$ cat config.mk
export PLATFORM = sky130hd
export DESIGN_NAME = rgb_led_arbiter
export DESIGN_NICKNAME = d
export VERILOG_FILES = /design/src/rtl/rgb_arb_pkg.sv /design/src/rtl/rgb_tick_gen.sv /design/src/rtl/rgb_led_arbiter.sv
export SDC_FILE = /design/constraint.sdc
export NUM_CORES = 1
export LEC_CHECK = 0
export ABC_AREA = 1
export BUFFER_PORTS_ARGS = -buffer_cell sky130_fd_sc_hd__buf_2
export CORE_ASPECT_RATIO = 2
export CORE_MARGIN = 5
export CORE_UTILIZATION = 57
export DETAILED_ROUTE_END_ITERATION = 7
export PLACE_DENSITY = 0.91
export SYNTH_ARGS = -nofsm -noshare
export SYNTH_HDL_FRONTEND = slang
export SYNTH_SLANG_ARGS = --single-unit
$ cat constraint.sdc
create_clock -name clk -period 2.85 [get_ports clk]
set_clock_uncertainty 0.2 [all_clocks]
set_input_delay 0.4275 -clock clk [delete_from_list [all_inputs] [get_ports clk]]
set_output_delay 0.4275 -clock clk [all_outputs]
set_load 0.005 [all_outputs]
$ cat src/rtl/rgb_arb_pkg.sv
// rgb_arb_pkg
// Shared types and constants for the RGB LED arbiter.
//   arb_state_e : arbiter FSM states (IDLE, HOLD, GAP)
//   RED..OFF    : 3-bit {R,G,B} colour codes
//   rr_index()  : round-robin candidate index helper
package rgb_arb_pkg;

  typedef enum logic [1:0] {
    IDLE = 2'd0,
    HOLD = 2'd1,
    GAP  = 2'd2
  } arb_state_e;

  localparam logic [2:0] RED     = 3'b100;
  localparam logic [2:0] YELLOW  = 3'b110;
  localparam logic [2:0] GREEN   = 3'b010;
  localparam logic [2:0] CYAN    = 3'b011;
  localparam logic [2:0] BLUE    = 3'b001;
  localparam logic [2:0] MAGENTA = 3'b101;
  localparam logic [2:0] OFF     = 3'b000;

  // k-th candidate when scanning round-robin from the slot after 'last'.
  // last <= n-1 and k <= n-1, so a single wrap is always enough.
  function automatic int rr_index(input int last, input int k, input int n);
    int idx;
    idx = last + 1 + k;
    if (idx >= n) idx = idx - n;
    return idx;
  endfunction

endpackage

$ cat src/rtl/rgb_tick_gen.sv
// rgb_tick_gen
// Free-running divider producing a one-cycle strobe every TICKS cycles.
// A synchronous clear restarts the period so the first strobe after a
// clear lands exactly TICKS cycles later.
// Ports:
//   clk  : system clock
//   rst  : synchronous active-high reset
//   clr  : synchronous clear of the divider
//   tick : strobe, high on the last cycle of each period
module rgb_tick_gen
  import rgb_arb_pkg::*;
#(
  parameter int TICKS = 12000
) (
  input  logic clk,
  input  logic rst,
  input  logic clr,
  output logic tick
);

  localparam int TW = (TICKS > 1) ? $clog2(TICKS) : 1;

  logic [TW-1:0] cnt_q;
  logic [TW-1:0] cnt_d;

  assign tick = (cnt_q == TW'(TICKS - 1));

  always_comb begin
    cnt_d = cnt_q + TW'(1);
    if (clr || tick) cnt_d = '0;
  end

  always_ff @(posedge clk) begin
    if (rst) cnt_q <= '0;
    else     cnt_q <= cnt_d;
  end

endmodule

$ cat src/rtl/rgb_led_arbiter.sv
// rgb_led_arbiter
// Round-robin arbiter granting one RGB LED to N_REQ requesters. The winner
// holds the LED for max(dur_ms,1) milliseconds, then a 1 ms dark gap
// follows before the next arbitration.
// Optional feature macro: RGB_ARB_PWM_EN -- when defined, the colour is
// dimmed by a free-running 8-bit PWM with duty PWM_DUTY/256.
// Ports:
//   clk, rst         : clock, synchronous active-high reset
//   req[N_REQ]       : level requests, held until done or abandoned
//   color[N_REQ][3]  : {R,G,B} per requester, sampled at grant
//   dur_ms[N_REQ][16]: hold time in ms per requester, sampled at grant
//   grant[N_REQ]     : one-hot owner, zero when no owner
//   done[N_REQ]      : one-cycle pulse on normal hold completion
//   RGB_R/G/B        : registered LED channel drives
//   LED              : busy indicator (HOLD or GAP)
module rgb_led_arbiter
  import rgb_arb_pkg::*;
#(
  parameter int CLK_FREQ = 12000000,
  parameter int N_REQ    = 3,
  parameter int PWM_DUTY = 64
) (
  input  logic                   clk,
  input  logic                   rst,
  input  logic [N_REQ-1:0]       req,
  input  logic [N_REQ-1:0][2:0]  color,
  input  logic [N_REQ-1:0][15:0] dur_ms,
  output logic [N_REQ-1:0]       grant,
  output logic [N_REQ-1:0]       done,
  output logic                   RGB_R,
  output logic                   RGB_G,
  output logic                   RGB_B,
  output logic                   LED
);

  localparam int TPM = CLK_FREQ / 1000;  // cycles per millisecond
  localparam int IW  = $clog2(N_REQ);

  if (N_REQ < 2 || N_REQ > 8 || TPM < 1 || PWM_DUTY < 0 || PWM_DUTY > 256) begin : g_bad_params
    $error("rgb_led_arbiter: unsupported parameter set");
  end

  arb_state_e       state_q, state_d;
  logic [IW-1:0]    owner_q, owner_d;   // last owner, also current owner
  logic [N_REQ-1:0] grant_q, grant_d;
  logic [N_REQ-1:0] done_q,  done_d;
  logic [2:0]       col_q,   col_d;
  logic [15:0]      dur_q,   dur_d;
  logic [15:0]      ms_q,    ms_d;
  logic             tick;
  logic             tick_clr;

  logic [IW-1:0]    winner;
  logic [IW-1:0]    cand;
  logic             found;

  rgb_tick_gen #(
    .TICKS (TPM)
  ) u_tick (
    .clk  (clk),
    .rst  (rst),
    .clr  (tick_clr),
    .tick (tick)
  );

  // Scan from the slot after the last owner; first requester found wins.
  always_comb begin
    winner = '0;
    cand   = '0;
    found  = 1'b0;
    for (int k = 0; k < N_REQ; k++) begin
      cand = IW'(rr_index(int'(owner_q), k, N_REQ));
      if (!found && req[cand]) begin
        found  = 1'b1;
        winner = cand;
      end
    end
  end

  always_comb begin
    state_d  = state_q;
    owner_d  = owner_q;
    grant_d  = grant_q;
    done_d   = '0;
    col_d    = col_q;
    dur_d    = dur_q;
    ms_d     = ms_q;
    tick_clr = 1'b0;
    case (state_q)
      IDLE: begin
        if (found) begin
          state_d         = HOLD;
          owner_d         = winner;
          grant_d         = '0;
          grant_d[winner] = 1'b1;
          col_d           = color[winner];
          dur_d           = (dur_ms[winner] == 16'd0) ? 16'd1 : dur_ms[winner];
          ms_d            = '0;
          tick_clr        = 1'b1;
        end
      end
      HOLD: begin
        // An abandoned request takes priority over a same-cycle completion,
        // so an owner that lets go never sees done.
        if (!req[owner_q]) begin
          state_d  = GAP;
          grant_d  = '0;
          col_d    = OFF;
          tick_clr = 1'b1;
        end else if (tick) begin
          if (ms_q == dur_q - 16'd1) begin
            state_d         = GAP;
            done_d[owner_q] = 1'b1;
            grant_d         = '0;
            col_d           = OFF;
            tick_clr        = 1'b1;
          end else begin
            ms_d = ms_q + 16'd1;
          end
        end
      end
      GAP: begin
        if (tick) state_d = IDLE;
      end
      default: state_d = IDLE;
    endcase
  end

  always_ff @(posedge clk) begin
    if (rst) begin
      state_q <= IDLE;
      owner_q <= IW'(N_REQ - 1);  // so index 0 wins first
      grant_q <= '0;
      done_q  <= '0;
      col_q   <= OFF;
      dur_q   <= '0;
      ms_q    <= '0;
    end else begin
      state_q <= state_d;
      owner_q <= owner_d;
      grant_q <= grant_d;
      done_q  <= done_d;
      col_q   <= col_d;
      dur_q   <= dur_d;
      ms_q    <= ms_d;
    end
  end

  assign grant = grant_q;
  assign done  = done_q;
  assign LED   = (state_q != IDLE);

`ifdef RGB_ARB_PWM_EN
  // Gate with the counter value the output register will be paired with,
  // so RGB == col_q & (pwm_cnt_q < PWM_DUTY) holds on every cycle.
  logic [7:0] pwm_cnt_q, pwm_cnt_d;
  logic [2:0] rgb_q,     rgb_d;

  always_comb begin
    pwm_cnt_d = pwm_cnt_q + 8'd1;
    rgb_d     = col_d & {3{int'(pwm_cnt_d) < PWM_DUTY}};
  end

  always_ff @(posedge clk) begin
    if (rst) begin
      pwm_cnt_q <= '0;
      rgb_q     <= OFF;
    end else begin
      pwm_cnt_q <= pwm_cnt_d;
      rgb_q     <= rgb_d;
    end
  end

  assign {RGB_R, RGB_G, RGB_B} = rgb_q;
`else
  assign {RGB_R, RGB_G, RGB_B} = col_q;
`endif

endmodule

# Word level (Yosys, flattened, before mapping)
# Index checks and enable logic that the tools add are counted.
[word_totals] output_inout_bits=10 regBits=59 elab_cells=108 input_bits=62
[classes] add_sub_neg=9 n_lt_le_gt_ge=10 bitwise=4 eq_ne=11 n_mux=49 reduce_logical=17
[op_table] operator="16-bit two-way mux" count=6
[op_table] operator="16-bit binary-select mux with 2-bit select" count=1
[op_table] operator="16-bit one-hot mux with 2 select lines" count=1
[op_table] operator="2-bit two-way mux" count=11
[op_table] operator="3-bit two-way mux" count=6
[op_table] operator="16-bit by 1-bit adder with 16-bit output, second input constant" count=1
[op_table] operator="16-bit == test" count=1
[op_table] operator="16-bit logical NOT" count=1
[op_table] operator="16-bit by 1-bit subtractor with 16-bit output, second input constant" count=1
[op_table] operator="2-bit by 3-bit < comparator with 1-bit output, second input constant" count=5
[op_table] operator="14-bit by 1-bit adder with 14-bit output, second input constant" count=1
[op_table] operator="14-bit == test, second input constant" count=1
[op_table] operator="1-bit two-way mux" count=13
[op_table] operator="3-bit one-hot mux with 2 select lines" count=2
[op_table] operator="1-bit binary-select mux with 2-bit select" count=4
[op_table] operator="4-bit by 2-bit >= comparator with 1-bit output, second input constant" count=2
[op_table] operator="4-bit AND reduction" count=2
[op_table] operator="3-bit binary-select mux with 2-bit select" count=1
[op_table] operator="2-bit != test, second input constant" count=3
[op_table] operator="2-bit one-hot mux with 3 select lines" count=1
[op_table] operator="2-bit subtractor, second input constant" count=3
[op_table] operator="5-bit AND reduction" count=1
[op_table] operator="5-bit OR reduction" count=1
[op_table] operator="3-bit by 1-bit adder with 4-bit output, second input constant" count=1
[op_table] operator="19 further kinds" count=30

# Longest topological paths before layout
# Gate-level depths: netlist of run 1.
[depth] depth_word=18 depth_mapped=20 depth_no_buf=19

# By module
# From an unflattened synthesis of run 1, not the netlist that was laid out.
[unflattened] cells_unflattened=673 hier_area_um2=4455.5
[by_module_without_submodules] module="rgb_led_arbiter" cells_each=567 seq_area_each_um2=900.9 n_inst=1 area_each_um2=3751.1
[by_module_without_submodules] module="rgb_tick_gen" cells_each=106 seq_area_each_um2=280.3 n_inst=1 area_each_um2=704.4

# Worst setup path after synthesis of run 1
# OpenSTA, ideal clock, no wires.
[synth_path] path_type="flip-flop to flip-flop" from="register owner_q[0]" to="register dur_q[0]" setup_ns=0.066 synth_period_minus_slack_ns=2.528 arrival_ns=2.261 path_buffers=2 slack_ns=0.322 stages_incl_launch_ff=20 t_required_ns=2.584 path_cell_list="dfxtp_1 -> inv_2 -> ha_1 -> buf_6 -> inv_6 -> nand2_1 -> nand2_1 -> nand2_1 -> nand2_2 -> nand4_2 -> nand2_4 -> inv_4 -> buf_6 -> nand2_2 -> nand3_1 -> nor2_1 -> nand2_1 -> nor2_1 -> nand2_1 -> a21oi_2"
[synth_between] elab_chain_len=16 word_cells_on_any_way=33 classes_between="add/sub: 6; order compare: 3; mux: 18; reduce/logical: 6"
[synth_rtl] item="from (decl)" line_no="rgb_led_arbiter.sv:44" text="logic [IW-1:0] owner_q, owner_d;"
[synth_rtl] item="from (signal assigned)" line_no="rgb_led_arbiter.sv:132" text="owner_q <= IW'(N_REQ - 1);"
[synth_rtl] item="from (signal assigned)" line_no="rgb_led_arbiter.sv:140" text="owner_q <= owner_d;"
[synth_rtl] item="2-bit by 1-bit adder with 3-bit output *" line_no="rgb_arb_pkg.sv:26" text="idx = last + 1 + k;"
[synth_rtl] item="parallel branches: the longest is 15 deep, another holds 3-bit by 1-bit adder with 4-bit output"
[synth_rtl] item="to (signal assigned)" line_no="rgb_led_arbiter.sv:144" text="dur_q <= dur_d;"
[synth_rtl] item="to (decl)" line_no="rgb_led_arbiter.sv:48" text="logic [15:0] dur_q, dur_d;"
# Mark *: on every way between the ends. The select of a mux whose other input is x is not followed.
# A chain may end at the register's enable or synchronous reset.

# Worst setup path after layout of run 1
[layout_path] from="register dur_q[0]" to="register grant_q[2], in the netlist grant[2]"
[layout_between] elab_chain_len=4
[layout_rtl] item="16-bit by 1-bit subtractor with 16-bit output" line_no="rgb_led_arbiter.sv:111" text="if (ms_q == dur_q - 16'd1) begin"
[layout_rtl] item="16-bit == test" line_no="rgb_led_arbiter.sv:111"
[layout_rtl] item="3-bit != test (no line)"
[layout_rtl] item="4-bit AND reduction (no line)"
[layout_rtl] item="to (signal assigned)" line_no="rgb_led_arbiter.sv:141" text="grant_q <= grant_d;"
[layout_rtl] item="to (decl)" line_no="rgb_led_arbiter.sv:45" text="logic [N_REQ-1:0] grant_q, grant_d;"
# Every way passes these cells.

==> out/qor.csv, run 1 <==
metric;value;unit
status;completed;
number of H-tree levels;3;
register share of total power;18.8;%
Worst setup EP type;flip-flop;
unique cell type count in the Yosys netlist;41;
die height;131;um
Worst Hold Class;flip-flop to flip-flop;
Net Sw Power;2.81;mW
critical path class;flip-flop to flip-flop;
core area;7210;um^2
Placer Congestion;0.986;
root buffer cell;clkbuf_16;
total global-route track usage;26.8;%
Syn Inst Count;672;
Starting DRT DRC Count;434;
ys async rst share;0;%
clk_lat worst skew;340;ps
fmax;371;MHz
Routed WL per cell;14.9;um
# setup viols final;0;
GRT overflow;0;
ANT cells;0;
clk sink count;59;
Final ANT Viol Nets;0;
die area;9290;um^2
Post-Place Cells;831;
main flop type after synthesis;dfxtp_1;
row cnt;44;
clock power share;20.7;%
Cell Area, Placed;4680;um^2
CTS tree;yes;
# IOs;72;
Fillers;602;
final instance area;5050;um^2
RSZ-0062 raised after global routing;false;
Syn-to-layout area delta;20.1;%
internal cell power;2.93;mW
Fin Setup TNS;0;ps
Vias/cell;5.65;
period utilisation layout;94.6;%
Max transition margin;69.8;%
Pleak;2.31;nW
layout cells sized above 1;18.0;%
Hold WS;244;ps
syn nets;743;
drt first pass iters;5;
dpl hpwl;9550;um
input/output buffers;71;
drt drc;0;
CTS Buffer Depth;2;
post-place setup slack;118;ps
initial antenna violation count;0;
top cells by area, synth;dfxtp_1, nand2_1, nand3_1;
#FFs+latches synth;59;
Starting Density;58.3;%
power share of the combinational group;60.5;%
Critical Path RT;2850;ps
vias in the first global route;4642;
EDFF count, synth;0;
fin crit period;2700;ps
synth warn;0;
Hold Vio Cnt, Final;0;
largest net degree at the start of global routing;27;
share of the synthesized area in the top cell type;28.1;%
worst vdd ir;1.16;mV
post-route insts no fill;847;
final net count;821;
commonest non-fill, non-tap cell in the layout;nand2_1;
Synth area leader;dfxtp_1;
Worst-path clk slew;50;ps
Startpoint Class;flip-flop;
Tot Pwr;5.74;mW
DR vias;4789;
first-pass GRT wire length;20300;um
fin. max-slew vios;0;
Hold-fix buffers, CTS;0;
commonest cells after routing, fill and taps aside;nand2_1, nor2_1, nand3_1;
Mean Syn Cell Area;6.25;um^2
Worst-Margin Slew;451;ps
max_cap viols;0;
mapped cell area;4200;um^2
final core utilization;70.0;%
DIE WIDTH;70.7;um
Num CTS Buffers;9;
worst endpoint data arrival time;2700;ps
worst setup margin;154;ps
power density over the cells;1140;nW/um^2
critical-path maximum fanout;6;
DRT Wirelength;12600;um
register area share after synthesis;28.1;%
Switching Fraction;49.0;%
metal layers:
| metal | track usage (%) | up-vias | routed length (um) |
|---|---|---|---|
| met5 | 0 | - | 0 |
| met4 | 16.8 | 0 | 763 |
| met3 | 5.20 | 64 | 660 |
| met2 | 51.4 | 224 | 6850 |
| met1 | 24.5 | 2193 | 4310 |
| li1 | - | 2308 | - |
cell type report:
cell class | instances | area [um^2] | area share (%)
well taps | 92 | 115 | 2.28
multi-input cells | 512 | 2630 | 52.2
clock buffers | 12 | 256 | 5.08
repair buffers | 87 | 475 | 9.42
inverters | 81 | 312 | 6.17
clock inverters | 4 | 72.6 | 1.44
flip-flops and latches | 59 | 1180 | 23.4
synth_stat cells, types with 6 or more instances:
library cell and n:
nand4_1 20, ha_1 9, nor3_1 11, clkbuf_1 11, o21ai_0 14, nor2_1 87
dfxtp_1 59, nand3_1 84, nand2_1 178, xor2_1 25, a21oi_1 28, xnor2_1 13
inv_1 75, nand2_2 6
sequential cells by signal, indices dropped and copies added, names as in the netlist:
signal	flops
ms_q	16
owner_q	2
col_q	3
state_q	2
u_tick.cnt_q	14
grant	3
dur_q	16
done	3
critical path, cell delays in order (launching register included):
cell,delay [ps]
dfxtp_1,350
inv_1,100
ha_2,330
or2_2,100
nand3_1,110
nor2_1,140
nand3_1,110
nor2_1,130
nand3_1,110
nor2_1,230
nand3_1,150
nand2_1,100
nand2_1,160
nand3_1,150
a21oi_1,80
repair_timing:
item                                    4_1_cts  5_1_grt
endpoints found under the setup margin        0       27
setup buffers                                 0        0
resized for setup                             0        7
logic make-up after synthesis:
logic type | count (synthesis) | share of synthesized area (%)
compound gates | 51 | 6.58
xor+xnor | 38 | 7.92
fa+ha+maj | 9 | 2.68
buf+inv | 101 | 10.1
flops | 59 | 28.1
simple gates | 414 | 44.6
path summary, 6_finish.rpt:
kind | from | cells past startpoint | endpoint | slack, ps
worst max-delay path | dur_q[0] | 14 | grant[2] | 150
worst min-delay path | u_tick.cnt_q[0] | 1 | u_tick.cnt_q[0] | 240
worst max register to register | dur_q[0] | 14 | grant[2] | 150
worst min register to register | u_tick.cnt_q[0] | 1 | u_tick.cnt_q[0] | 240
power groups by stage:
stage	clock network [mW]	logic, mW	registers, mW
after floorplan	0	2.56	1.07
after global placement	0	3.22	1.08
after detailed placement	0	3.30	1.09
after CTS	1.19	3.35	1.08
after global routing	1.23	3.84	1.09
final	1.19	3.47	1.08
(Power assumes the default switching activity.)
==> run 2: changes to the inputs <==
Settings changed: CORE_UTILIZATION 57 to 50, PLACE_DENSITY 0.91 to 0.82.
==> run 2 against run 1 <==
Critical endpoint is now ms_q[1]. Sequential share of layout area shrank 0.12 points. Cell area up 0.52%. Total power decreased by 0.70%. Sequential power barely moved. Via count fell by 3.9%.
==> out/qor.csv, run 2 (same netlist as run 1, synthesis figures left out) <==
metric;value;unit;change
status;completed;;
number of H-tree levels;3;;unchanged
vias in the first global route;4604;;-0.82%
ANT cells;0;;unchanged
Routed WL per cell;13.8;um;-6.9%
Worst Hold Class;flip-flop to flip-flop;;
Vias/cell;5.38;;-4.9%
# setup viols final;0;;unchanged
initial antenna violation count;0;;unchanged
first-pass GRT wire length;19700;um;-3.0%
DR WL met3;460;um;-30%
worst vdd ir;0.801;mV;-31%
CTS tree;yes;;
drt first pass iters;5;;unchanged
worst endpoint data arrival time;2660;ps;-40 ps
Tot Pwr;5.70;mW;-0.70%
Worst-path clk slew;50;ps;about the same
Startpoint Class;flip-flop;;
Num CTS Buffers;9;;unchanged
final core utilization;61.6;%;-8.4 points
Hold-fix buffers, CTS;0;;unchanged
WL met1;4140;um;-3.8%
Fin Setup TNS;0;ps;unchanged
largest net degree at the start of global routing;27;;unchanged
Worst setup EP type;flip-flop;;
DRT Wirelength;11800;um;-5.9%
Hold Vio Cnt, Final;0;;unchanged
clk sink count;59;;unchanged
largest registers;dur_q: 16 flops, ms_q: 16 flops, u_tick.cnt_q: 14 flops;;
commonest cells after routing, fill and taps aside;nand2_1, nor2_1, nand3_1;;
Worst-Margin Slew;554;ps;+103 ps
dpl hpwl;9450;um;-1.1%
core area;8230;um^2;+14%
Placer Congestion;0.941;;-4.6%
Hold WS;248;ps;+4.08 ps
Max transition margin;62.8;%;-7.0 points
Starting Density;51.0;%;-7.2 points
root buffer cell;clkbuf_16;;
total global-route track usage;23.7;%;-3.1 points
die height;140;um;+6.3%
GRT overflow;0;;unchanged
clk_lat worst skew;330;ps;about the same
max_cap viols;0;;unchanged
Critical Path RT;2860;ps;about the same
drt drc;0;;unchanged
input/output buffers;71;;unchanged
RSZ-0062 raised after global routing;false;;
power density over the cells;1120;nW/um^2;-1.2%
Fillers;794;;+32%
die area;10400;um^2;+12%
Final ANT Viol Nets;0;;unchanged
Top Layer Used;met4;;
layout cells sized above 1;18.5;%;+0.46 points
DR vias;4603;;-3.9%
DIE WIDTH;74.8;um;+5.8%
critical path class;flip-flop to flip-flop;;
CTS Buffer Depth;2;;unchanged
fin crit period;2650;ps;-42.5 ps
commonest non-fill, non-tap cell in the layout;nand2_1;;
fin. max-slew vios;0;;unchanged
# IOs;72;;unchanged
row cnt;47;;+6.8%
Syn-to-layout area delta;20.7;%;
critical-path maximum fanout;18;;+12
met2 routed WL;6660;um;-2.7%
final net count;824;;+0.37%
period utilisation layout;93.1;%;-1.5 points
Pleak;2.32;nW;+0.31%
fmax;377;MHz;+1.6%
Starting DRT DRC Count;311;;-28%
-- run 2: metal layers --
layer,GRT usage (%),vias up
met3,3.83,46
met1,21.7,2093
li1,-,2314
met4,15.2,0
met5,0,-
met2,44.8,150
-- run 2: layout make-up --
type	instances	area [um^2]	area share (%)
multi-input cells	512	2640	52.1
flip-flops and latches	59	1180	23.3
repair buffers	89	490	9.67
inverters	81	315	6.22
clock buffers	12	267	5.25
well taps	98	123	2.42
clock inverters	4	47.5	0.937
repair inverters	1	7.51	0.148
-- run 2: path summary, 6_finish.rpt --
| check | start | endpoint | slack (ps) | depth (start not counted) |
|---|---|---|---|---|
| max | dur_q[0] | ms_q[1] | 200 | 15 |
| max reg2reg | dur_q[0] | ms_q[1] | 200 | 15 |
| min reg2reg | u_tick.cnt_q[0] | u_tick.cnt_q[0] | 250 | 1 |
| min | u_tick.cnt_q[0] | u_tick.cnt_q[0] | 250 | 1 |
-- run 2: repair_timing --
item | in CTS | in global routing
setup buffers | 0 | 1
endpoints found under the hold margin | 0 | 0
setup endpoints to repair | 0 | 24
gates resized for setup | 0 | 10
-- run 2: worst max-delay path, stage by stage, from the launching register on --
cell     delay [ps]
dfxtp_1         310
inv_1           110
ha_1            280
nand2_4         100
nor2_4          130
nand2_1         110
xor2_1          260
inv_1            80
nor2_1          120
nand2_1          80
nor2_2          170
nand3_2         160
nand3_4         220
nand2_1          70
o21ai_0          80
nor2_1           60
-- run 2: power breakdown --
group / switching, mW / internal [mW]
logic: 2.32 / 1.18
registers: 0.111 / 0.965
clock network: 0.377 / 0.744
-- run 2: per-stage QoR --
stage / cells / worst slack (ps) / instance area, um^2
after detailed placement: 838 / 102 / 4690
after CTS: 854 / 74.7 / 5010
after global placement: 838 / 174 / 4690
final: 856 / 197 / 5070
after global routing: 856 / 1.71 / 5070
after floorplan: 672 / 322 / 4200
